### src/rtl/alu_engine_apb.sv
// APB-attached ALU engine: command queue, 3-state execute FSM with shift-add multiplier,
// and an id-tagged result queue. Zero-wait slave with flush control.
module alu_engine_apb #(
  parameter int unsigned DATA_SIZE     = 16,
  parameter int unsigned ID_SIZE       = 8,
  parameter int unsigned APB_BUS_SIZE  = 32,
  parameter int unsigned ADDRESS_SIZE  = 3,
  parameter int unsigned CMD_DEPTH     = 4,
  parameter int unsigned RES_DEPTH     = 4,
  parameter int unsigned MUL_DATA_SIZE = DATA_SIZE / 2
) (
  input  logic                    clk,
  input  logic                    rst,
  input  logic                    sel,
  input  logic                    en,
  input  logic                    write,
  input  logic [ADDRESS_SIZE-1:0] addr,
  input  logic [APB_BUS_SIZE-1:0] wdata,
  output logic                    ready,
  output logic                    slv_err,
  output logic [APB_BUS_SIZE-1:0] rdata
);
  localparam int unsigned CPW = $clog2(CMD_DEPTH);
  localparam int unsigned RPW = $clog2(RES_DEPTH);
  localparam int unsigned SHW = $clog2(DATA_SIZE);
  localparam int unsigned MCW = $clog2(MUL_DATA_SIZE);

  localparam logic [ADDRESS_SIZE-1:0] AddrCtrl   = ADDRESS_SIZE'(0);
  localparam logic [ADDRESS_SIZE-1:0] AddrOp0    = ADDRESS_SIZE'(1);
  localparam logic [ADDRESS_SIZE-1:0] AddrOp1    = ADDRESS_SIZE'(2);
  localparam logic [ADDRESS_SIZE-1:0] AddrRes    = ADDRESS_SIZE'(3);
  localparam logic [ADDRESS_SIZE-1:0] AddrStatus = ADDRESS_SIZE'(4);

  typedef enum logic [2:0] {OpAdd, OpSub, OpMul, OpAnd, OpOr, OpXor, OpShl, OpShr} op_e;
  typedef enum logic [1:0] {StIdle, StExec, StWb} state_e;

  typedef struct packed {
    op_e                  op;
    logic [ID_SIZE-1:0]   id;
    logic [DATA_SIZE-1:0] a;
    logic [DATA_SIZE-1:0] b;
  } cmd_t;

  typedef struct packed {
    logic [ID_SIZE-1:0]   id;
    logic                 c;
    logic [DATA_SIZE-1:0] r;
  } res_t;

  state_e               state_q, state_d;
  logic [29:0]          ctrl_q;
  logic [DATA_SIZE-1:0] op0_q, op1_q;
  cmd_t                 cmd_mem [CMD_DEPTH];
  res_t                 res_mem [RES_DEPTH];
  logic [CPW-1:0]       cmd_wr_q, cmd_rd_q;
  logic [CPW:0]         cmd_count_q;
  logic [RPW-1:0]       res_wr_q, res_rd_q;
  logic [RPW:0]         res_count_q;
  cmd_t                 cur_q, new_cmd;
  res_t                 res_head;
  logic [DATA_SIZE-1:0] acc_q, alu_res, mul_add;
  logic                 carry_q, alu_c;
  logic [MCW-1:0]       mul_cnt_q;

  logic access, wr, rd, ctrl_wr, flush, push_req, push, res_pop, cmd_pop, wb_write;
  logic cmd_full, cmd_empty, res_full, res_empty, exec_done;

  assign ready     = 1'b1;
  assign cmd_full  = cmd_count_q == (CPW+1)'(CMD_DEPTH);
  assign cmd_empty = cmd_count_q == '0;
  assign res_full  = res_count_q == (RPW+1)'(RES_DEPTH);
  assign res_empty = res_count_q == '0;

  assign access   = sel & en;
  assign wr       = access & write;
  assign rd       = access & ~write;
  assign ctrl_wr  = wr & (addr == AddrCtrl);
  assign flush    = ctrl_wr & wdata[30];
  assign push_req = ctrl_wr & wdata[31] & ~wdata[30];
  assign push     = push_req & ~cmd_full;
  assign res_pop  = rd & (addr == AddrRes) & ~res_empty;
  // Flush wins over any FSM queue activity on the same edge.
  assign cmd_pop  = (state_q == StIdle) & ~cmd_empty & ~flush;
  assign wb_write = (state_q == StWb) & ~res_full & ~flush;

  assign new_cmd  = '{op: op_e'(wdata[2:0]), id: wdata[8 +: ID_SIZE], a: op0_q, b: op1_q};
  assign res_head = res_mem[res_rd_q];

  assign exec_done = (cur_q.op != OpMul) || (mul_cnt_q == MCW'(MUL_DATA_SIZE - 1));
  assign mul_add   = cur_q.b[mul_cnt_q] ?
                     (DATA_SIZE'(cur_q.a[MUL_DATA_SIZE-1:0]) << mul_cnt_q) : '0;

  always_comb begin
    alu_res = '0;
    alu_c   = 1'b0;
    case (cur_q.op)
      OpAdd:   {alu_c, alu_res} = {1'b0, cur_q.a} + {1'b0, cur_q.b};
      OpSub: begin
        alu_res = cur_q.a - cur_q.b;
        alu_c   = cur_q.a < cur_q.b;
      end
      OpAnd:   alu_res = cur_q.a & cur_q.b;
      OpOr:    alu_res = cur_q.a | cur_q.b;
      OpXor:   alu_res = cur_q.a ^ cur_q.b;
      OpShl:   alu_res = cur_q.a << cur_q.b[SHW-1:0];
      OpShr:   alu_res = cur_q.a >> cur_q.b[SHW-1:0];
      default: alu_res = '0;
    endcase
  end

  always_comb begin
    state_d = state_q;
    case (state_q)
      StIdle:  if (!cmd_empty) state_d = StExec;
      StExec:  if (exec_done) state_d = StWb;
      StWb:    if (!res_full) state_d = StIdle;
      default: state_d = StIdle;
    endcase
    if (flush) state_d = StIdle;
  end

  always_ff @(posedge clk or posedge rst) begin
    if (rst) state_q <= StIdle;
    else     state_q <= state_d;
  end

  always_ff @(posedge clk or posedge rst) begin
    if (rst) begin
      ctrl_q <= '0;
      op0_q  <= '0;
      op1_q  <= '0;
    end else begin
      if (ctrl_wr) ctrl_q <= wdata[29:0];
      if (wr && addr == AddrOp0) op0_q <= wdata[DATA_SIZE-1:0];
      if (wr && addr == AddrOp1) op1_q <= wdata[DATA_SIZE-1:0];
    end
  end

  always_ff @(posedge clk) begin
    if (push)     cmd_mem[cmd_wr_q] <= new_cmd;
    if (wb_write) res_mem[res_wr_q] <= '{id: cur_q.id, c: carry_q, r: acc_q};
  end

  always_ff @(posedge clk or posedge rst) begin
    if (rst) begin
      cmd_wr_q    <= '0;
      cmd_rd_q    <= '0;
      cmd_count_q <= '0;
      res_wr_q    <= '0;
      res_rd_q    <= '0;
      res_count_q <= '0;
    end else if (flush) begin
      cmd_wr_q    <= '0;
      cmd_rd_q    <= '0;
      cmd_count_q <= '0;
      res_wr_q    <= '0;
      res_rd_q    <= '0;
      res_count_q <= '0;
    end else begin
      if (push)     cmd_wr_q <= cmd_wr_q + CPW'(1);
      if (cmd_pop)  cmd_rd_q <= cmd_rd_q + CPW'(1);
      if (push && !cmd_pop)      cmd_count_q <= cmd_count_q + (CPW+1)'(1);
      else if (!push && cmd_pop) cmd_count_q <= cmd_count_q - (CPW+1)'(1);
      if (wb_write) res_wr_q <= res_wr_q + RPW'(1);
      if (res_pop)  res_rd_q <= res_rd_q + RPW'(1);
      if (wb_write && !res_pop)      res_count_q <= res_count_q + (RPW+1)'(1);
      else if (!wb_write && res_pop) res_count_q <= res_count_q - (RPW+1)'(1);
    end
  end

  always_ff @(posedge clk or posedge rst) begin
    if (rst) begin
      cur_q     <= '0;
      acc_q     <= '0;
      carry_q   <= 1'b0;
      mul_cnt_q <= '0;
    end else if (cmd_pop) begin
      cur_q     <= cmd_mem[cmd_rd_q];
      acc_q     <= '0;
      carry_q   <= 1'b0;
      mul_cnt_q <= '0;
    end else if (state_q == StExec) begin
      if (cur_q.op == OpMul) begin
        acc_q     <= acc_q + mul_add;
        mul_cnt_q <= mul_cnt_q + MCW'(1);
      end else begin
        acc_q   <= alu_res;
        carry_q <= alu_c;
      end
    end
  end

  // Errors are judged on pre-edge state.
  always_comb begin
    slv_err = 1'b0;
    if (access) begin
      case (addr)
        AddrCtrl:         slv_err = push_req & cmd_full;
        AddrOp0, AddrOp1: slv_err = 1'b0;
        AddrRes:          slv_err = write | res_empty;
        AddrStatus:       slv_err = write;
        default:          slv_err = 1'b1;
      endcase
    end
  end

  always_comb begin
    rdata = '0;
    if (rd) begin
      case (addr)
        AddrCtrl: rdata[29:0] = ctrl_q;
        AddrOp0:  rdata[DATA_SIZE-1:0] = op0_q;
        AddrOp1:  rdata[DATA_SIZE-1:0] = op1_q;
        AddrRes: begin
          if (!res_empty) begin
            rdata[DATA_SIZE-1:0]  = res_head.r;
            rdata[DATA_SIZE]      = res_head.c;
            rdata[24 +: ID_SIZE]  = res_head.id;
          end
        end
        AddrStatus: begin
          rdata[0]            = cmd_full;
          rdata[1]            = cmd_empty;
          rdata[2]            = res_full;
          rdata[3]            = res_empty;
          rdata[4]            = state_q != StIdle;
          rdata[8 +: CPW+1]   = cmd_count_q;
          rdata[16 +: RPW+1]  = res_count_q;
        end
        default: rdata = '0;
      endcase
    end
  end

endmodule

### config.mk
export PLATFORM = sky130hd
export DESIGN_NAME = alu_engine_apb
export DESIGN_NICKNAME = d
export VERILOG_FILES = /design/src/rtl/alu_engine_apb.sv
export SDC_FILE = /design/constraint.sdc
export NUM_CORES = 1
export LEC_CHECK = 0
export ABC_AREA = 1
export BUFFER_PORTS_ARGS = -buffer_cell sky130_fd_sc_hd__clkbuf_2
export CORE_MARGIN = 4
export CORE_UTILIZATION = 45
export CTS_CLUSTER_DIAMETER = 30
export CTS_CLUSTER_SIZE = 14
export DETAILED_ROUTE_END_ITERATION = 10
export PLACE_DENSITY_LB_ADDON = 0.12
export SYNTH_ARGS = -nofsm -noshare
export SYNTH_HDL_FRONTEND = slang
export SYNTH_SLANG_ARGS = --single-unit
export TNS_END_PERCENT = 1
### constraint.sdc
create_clock -name clk -period 12.35 [get_ports clk]
set_input_delay 1.8525 -clock clk [delete_from_list [all_inputs] [get_ports clk]]
set_output_delay 1.8525 -clock clk [all_outputs]
set_load 0.01 [all_outputs]
==> results of run 1 <==
## path summary, 6_finish.rpt
kind	endpoint	slack [ps]	cells after the start
hold reg to reg	ctrl_q[16]	480	2
min in group asynchronous	cur_q[36]	1350	2
setup reg to reg	acc_q[14]	8670	21
setup / recovery	rdata[4]	6820	5
max in group asynchronous	cmd_rd_q[0]	9610	3
hold / removal	ctrl_q[16]	480	2
## area by class of cell
| type | instances | area [sq um] | area share, % |
|---|---|---|---|
| inverters | 245 | 925 | 3.64 |
| multi-input cells | 1683 | 8450 | 33.2 |
| well taps | 607 | 759 | 2.99 |
| clock buffers | 99 | 2270 | 8.93 |
| flip-flops and latches | 413 | 11700 | 46.0 |
| repair buffers | 96 | 541 | 2.13 |
| clock inverters | 63 | 795 | 3.12 |
## state kept, by name (all words and copies together), names as in the netlist
signal,cells
cmd_wr_q,2
ctrl_q,30
res_count_q,3
cmd_rd_q,2
res_wr_q,2
res_mem,100
cmd_mem,172
cmd_count_q,3
acc_q,16
res_rd_q,2
cur_q,43
state_q,2
mul_cnt_q,3
carry_q,1
op0_q,16
op1_q,16
## power by group through the flow
stage                     clock network [W]  logic, W  registers [W]
after detailed placement                  0   0.00294        0.00201
after floorplan                           0   0.00202        0.00189
after global placement                    0   0.00292        0.00201
after CTS                           0.00240   0.00295        0.00199
after global routing                0.00248   0.00333        0.00201
final                               0.00237   0.00299        0.00199
## worst max-delay path: stages
cell	delay [ps]
clkbuf_2	130
nor3_2	910
a221oi_1	230
a31oi_1	340
clkbuf_2	200
## per-stage QoR
step | power (W) | std cells | hold WS, ps | setup WS (ps) | area, sq um
after floorplan | 0.00391 | 2456 | 446 | 6720 | 21500
after global placement | 0.00493 | 3044 | 469 | 6960 | 22400
after detailed placement | 0.00495 | 3044 | 473 | 6900 | 22400
after CTS | 0.00735 | 3206 | 483 | 6900 | 25400
after global routing | 0.00782 | 3206 | 498 | 6760 | 25400
final | 0.00735 | 3206 | 483 | 6820 | 25400
## Yosys cell counts, types with 2 or more instances
master	instances
ha_1	77
nand3b_1	2
clkinv_1	7
a22oi_1	3
buf_6	2
nand4_1	14
a31oi_1	23
o211ai_1	8
nor3_1	21
nand2_4	2
buf_1	4
nor2_1	303
inv_2	9
clkbuf_1	75
nand3_1	154
o21ai_1	11
o21bai_1	4
fa_1	5
buf_4	5
edfxtp_1	272
nor2_2	3
o21ai_0	325
or2_2	4
nor3_2	3
o2111ai_1	3
buf_2	29
a21boi_0	2
a221oi_1	10
dfrtp_1	141
and2_1	3
inv_1	229
o22ai_1	72
nor2_4	4
a21oi_1	73
o21a_1	5
a32oi_1	2
nand2_1	533
xor2_1	3
## placed cells by master (no fill, tap or decap), types with 5 or more instances in the layout
master and n:
dfrtp_1 140, clkbuf_8 5, nor3_1 21, edfxtp_1 272, a221oi_1 10, clkbuf_2 72
o21ai_0 325, clkinv_1 13, clkinvlp_4 15, o22ai_1 72, nand3_1 154, o211ai_1 8
bufinv_16 12, clkbuf_16 87, nand2_1 533, nor2_4 10, nor2_2 5, a21oi_1 73
a31oi_1 23, inv_2 11, o21ai_1 11, clkbuf_1 7, fa_1 5, buf_4 24
clkinv_2 16, nor2_1 295, inv_6 5, nand4_1 14, ha_1 77, o21a_1 5
inv_1 226, clkinv_4 5
## logic make-up after synthesis
| group | after synthesis | share of synthesized area [%] |
|---|---|---|
| buffers and inverters | 360 | 6.61 |
| AND/OR/NAND/NOR | 1049 | 20.0 |
| flip-flops | 413 | 54.4 |
| other | 1 | 0.0174 |
| AO/OA/AOI/OAI | 546 | 13.9 |
| adder cells (fa/ha/maj) | 82 | 4.94 |
| XOR/XNOR | 4 | 0.163 |
| multiplexers | 1 | 0.0465 |
## routing by layer
metal  routed length [um]  share of wire (%)  GRT usage [%]  up-vias
li1                     -                  -              -     8492
met1                31500                 47           39.7     8549
met2                29500                 44           38.7      628
met3                 4020                6.0           3.78      107
met4                 1920                2.9           8.64        0
met5                    0                  0              0        -
==> metrics.csv, run 1 <==
metric;value;unit
initial_core_util;45.8;%
final_layout_size_suffix_gt1_share;11.0;%
status;finished, final reports clean;
synth-seq-cells;413;
crit_start;addr[2];
rsz0062_at_grt;no;
fmax;181;MHz
nNetsFinal;2647;
cts_tree;yes;
hold_class;reg -> reg;
internal_power;0.00416;W
fin_crit_sh;44.8;%
ys_async_sr_fraction;34.1;%
required;10500;ps
fill_cells;4300;
cp_max_fo;17;
die_w;227;um
cts_resized;0;
slew_headroom;23.1;%
end_kind;output pin;
antenna_found_initial;1;
fp.dieH;227;um
report.final.hold_viol_count;0;
dr.first_iter.drc_count;1736;
synthFlopType;edfxtp_1;
synth.avg_cell_area;8.76;sq um
finClkSkew;49.9;ps
swShare;43.4;%
htree_levels;3;
grt_max_degree;89;
tns;0;ps
path_class;in -> out;
postCtsHoldBufs;0;
powerDensity;289;mW/mm^2
detail_route.first_pass.iterations;6;
setup_viol_count_final;0;
synth_edf_count;272;
drt_wl_total;67000;um
ys_warn_count;0;
timing.rr.start;cur_q[2];
cap_violations;0;
finalWeightedCongestion;0.947;
grt_pass1_wl;102000;um
dr_total_vias;17800;
synth_nets;2578;
core;0.0470;sq mm
ant_nets;0;
path_clk_slew;40;ps
wire_per_inst;20.9;um
post_cts.repair.setup_buffers;0;
tightest_slew;1150;ps
insertion_delay;630;ps
seq_power_share;27.1;%
track_usage;26.1;%
grt_overflow;0;
dpl.hpwl;46400;um
p_switching;0.00319;W
peakVddDrop;0.187;mV
combPwrFrac;40.6;%
post-route-min-period;5530;ps
cts_made_buffers;86;
seq_area_frac_synth;54.4;%
clock_sinks;413;
drv_slew;0;
synth.largest_area_cell;edfxtp_1;
clock_power_share;32.2;%
yosysUniqueCellTypes;49;
rows;79;
routed_via_density;5.54;
io_pins;74;
cts-root-buf;clkbuf_16;
netlist.area_leader.share;38.0;%
cp-start-kind;input port;
area_growth;18.2;%
dieArea;0.0514;sq mm
arrival;3680;ps
n_antenna_cell;0;
clk_path_buf_depth;3;
drc_errors;0;
power.leakage;10.8;nW
synthTopCellsByArea;edfxtp_1 38%, dfrtp_1 16%, nand2_1 9.3%;
syn-cell-area;0.0215;sq mm
hp-start;ctrl_q[16];
syn_inst;2456;
port_buffers;72;
grt_pass1_vias;16700;
final_core_util;54.2;%
No activity file was read; power rests on OpenSTA's default activity.
==> inputs of run 2 (changes only) <==
ABC_AREA = 0   (was 1)
clock period = 5 ns   (was 12.35 ns; I/O delays follow)
==> run 2 against run 1 <==
Register-to-register slack worse by 7400 ps. Sequential share of layout area down 0.089 points. Largest power group unchanged. Highest routed layer unchanged. Sequential power rose to 2.6 times the previous value. Power up 150%. Global-route usage down 1.6 points.
==> metrics.csv, run 2 <==
metric;value;unit
synth_edf_count;272;
reg_top3;cmd_mem x172, res_mem x100, cur_q x43;
dpl.hpwl;43900;um
insertion_delay;620;ps
synthTopCellsByCount;272 x edfxtp_1, 141 x dfrtp_1, 139 x nor2_1, 137 x nand2_1, 105 x a21oi_1;
timing.rr.end;acc_q[15];
post_cts.repair.setup_buffers;0;
cp_max_fo;19;
syn-cell-area;0.0214;sq mm
synth.mux.area_fraction;15.0;%
clk_path_buf_depth;3;
htree_levels;3;
path_cells;mux4_2 > nand2b_1 > and2_1 > nor2_1 > ha_1 > a21oi_1 > o211ai_1 > a31o_2 > a21oi_1 > o31ai_1 > a41o_1 > nor4_1;
arrival;4270;ps
final_core_util;54.5;%
dr_total_vias;14900;
grt_overflow;0;
nNetsFinal;1929;
p_switching;0.00716;W
seq_power_share;28.6;%
tns;0;ps
seq_area_frac_synth;54.8;%
cp-start-kind;register;
postCtsHoldBufs;0;
r2r_setup_slack;1230;ps
dp_slack;1280;ps
cts-root-buf;clkbuf_16;
combPwrFrac;38.2;%
synth_most_common_cell;edfxtp_1;
setup_ws;1230;ps
detail_route.first_pass.iterations;5;
finalWeightedCongestion;0.957;
post_dp_cell_area;0.0223;sq mm
synthTopCellsByArea;edfxtp_1 38%, dfrtp_1 17%, mux4_2 9.0%;
cts_tree;yes;
dieArea;0.0510;sq mm
synth-xor-area-share;1.48;%
synth-compound-area-share;11.0;%
final_cell_mix;272 x edfxtp_1, 138 x nor2_1, 138 x dfrtp_1;
drv_slew;0;
grt_pass1_vias;14700;
netlist.area_leader.share;38.2;%
clock_power_share;33.2;%
end_kind;register;
peakVddDrop;0.416;mV
rsz0062_at_grt;no;
reg2reg_depth;12;
synth_nets;1836;
internal_power;0.0111;W
cpMostUsedCell;a21oi_1;
fmax;265;MHz
core;0.0468;sq mm
status;finished, final reports clean;
largest_register_ff_count;172;
regMostFlops;cmd_mem;
setup_viol_count_final;0;
ys_warn_count;0;
max_stage_delay;710;ps
design_area;0.0255;sq mm
ys_async_sr_fraction;34.1;%
drc_errors;0;
path_class;reg -> reg;
io_pins;74;
synth.largest_area_cell;edfxtp_1;
synth_fa_ha_area_share;4.98;%
cts_made_buffers;92;
crit_start;mul_cnt_q[0];
die_w;226;um
track_usage;24.6;%
grt_pass1_wl;94000;um
swShare;39.3;%
yosysUniqueCellTypes;77;
final_layout_size_suffix_gt1_share;23.2;%
report.final.hold_viol_count;0;
fin_crit_sh;75.3;%
clock_sinks;413;
routed_via_density;5.97;
tightest_slew;1380;ps
required;5500;ps
synth-seq-cells;413;
initial_core_util;45.7;%
syn_inst;1714;
synthFlopType;edfxtp_1;
cap_violations;0;
fp.dieH;226;um
drt_wl_total;62600;um
synth_top_family_by_area;multiplexers;
timing.rr.start;mul_cnt_q[0];
wire_per_inst;25.1;um
dr.first_iter.drc_count;1596;
powerDensity;715;mW/mm^2
cts_resized;0;
hold_class;in -> async;
ant_nets;0;
antenna_found_initial;1;
post-route-min-period;3770;ps
port_buffers;72;
synth-simple-area-share;9.49;%
path_clk_slew;50;ps
rows;79;
area_growth;19.4;%
synth.avg_cell_area;12.5;sq um
finClkSkew;20.5;ps
whs;216;ps
power.leakage;9.80;nW
crit_path_top_delay_cell;dfrtp_1;
slew_headroom;7.65;%
final_common_cell;edfxtp_1;
endpoint;acc_q[15];
grt_max_degree;71;
## run 2: cell types whose count changed in the layout (fill, tap and decap cells not counted), moves of 22 or more
cell / previous run / this run
mux4_2: 0 / 85
nor2_1: 295 / 138
inv_1: 226 / 76
xnor2_1: 1 / 28
o21ai_0: 325 / 96
o22ai_1: 72 / 10
nand2_1: 533 / 137
nand3_1: 154 / 15
a21oi_1: 73 / 105
mux2i_1: 1 / 48
a211oi_1: 1 / 23
mux2_2: 0 / 71
## run 2: kinds of logic after synthesis
kind of cell               count (synthesis)
muxes                                    204
other                                      1
buffers and inverters                    179
DFF                                      413
adders and majority gates                 82
xor gates and xnor gates                  36
and+or+nand+nor                          436
AOI/OAI and AO/OA                        363
## run 2: how the worst min path moves through the flow
stage	startpoint	endpoint	slack (ps)	cells past startpoint
global route	rst	op0_q[15]	280	2
CTS	rst	ctrl_q[15]	240	2
finish	rst	ctrl_q[15]	220	2
global placement	ctrl_q[23]	ctrl_q[23]	480	1
detailed placement	ctrl_q[12]	ctrl_q[12]	490	1
floorplan	ctrl_q[19]	ctrl_q[19]	470	1
## run 2: power by group through the flow
| stage | clock network, W | registers (W) | logic (W) |
|---|---|---|---|
| after floorplan | 0 | 0.00471 | 0.00502 |
| after global placement | 0 | 0.00525 | 0.00682 |
| after detailed placement | 0 | 0.00527 | 0.00681 |
| after CTS | 0.00614 | 0.00521 | 0.00685 |
| after global routing | 0.00634 | 0.00530 | 0.00750 |
| final | 0.00605 | 0.00521 | 0.00697 |
## run 2: worst max-delay path: cells and delay by family, from the launching register on
| kind | cells | cell delay, ps |
|---|---|---|
| flip-flops | 1 | 710 |
| adder cells (fa/ha/maj) | 1 | 380 |
| AO/OA/AOI/OAI | 6 | 1250 |
| AND/OR/NAND/NOR | 4 | 740 |
| multiplexers | 1 | 590 |
## run 2: final cells by class
type | instances | area [sq um]
Multi-Input combinational cell | 1122 | 8970
Timing Repair Buffer | 101 | 578
Clock buffer | 107 | 2440
Tap cell | 607 | 759
Clock inverter | 66 | 752
Antenna cell | 1 | 2.50
Fill cell | 3982 | 21300
Inverter | 77 | 294
Sequential cell | 413 | 11700
## run 2: through the flow
stage | power [W] | cells
after CTS | 0.0182 | 2493
after floorplan | 0.00973 | 1714
final | 0.0182 | 2494
after global routing | 0.0192 | 2493
after detailed placement | 0.0121 | 2320
after global placement | 0.0121 | 2320
## run 2: routing by layer
metal / GRT usage (%) / share of wire, % / up-vias
met2: 36.2 / 45 / 565
met4: 8.12 / 2.7 / 0
met5: 0 / 0 / -
li1: - / - / 6664
met1: 37.1 / 46 / 7563
met3: 4.42 / 6.6 / 99
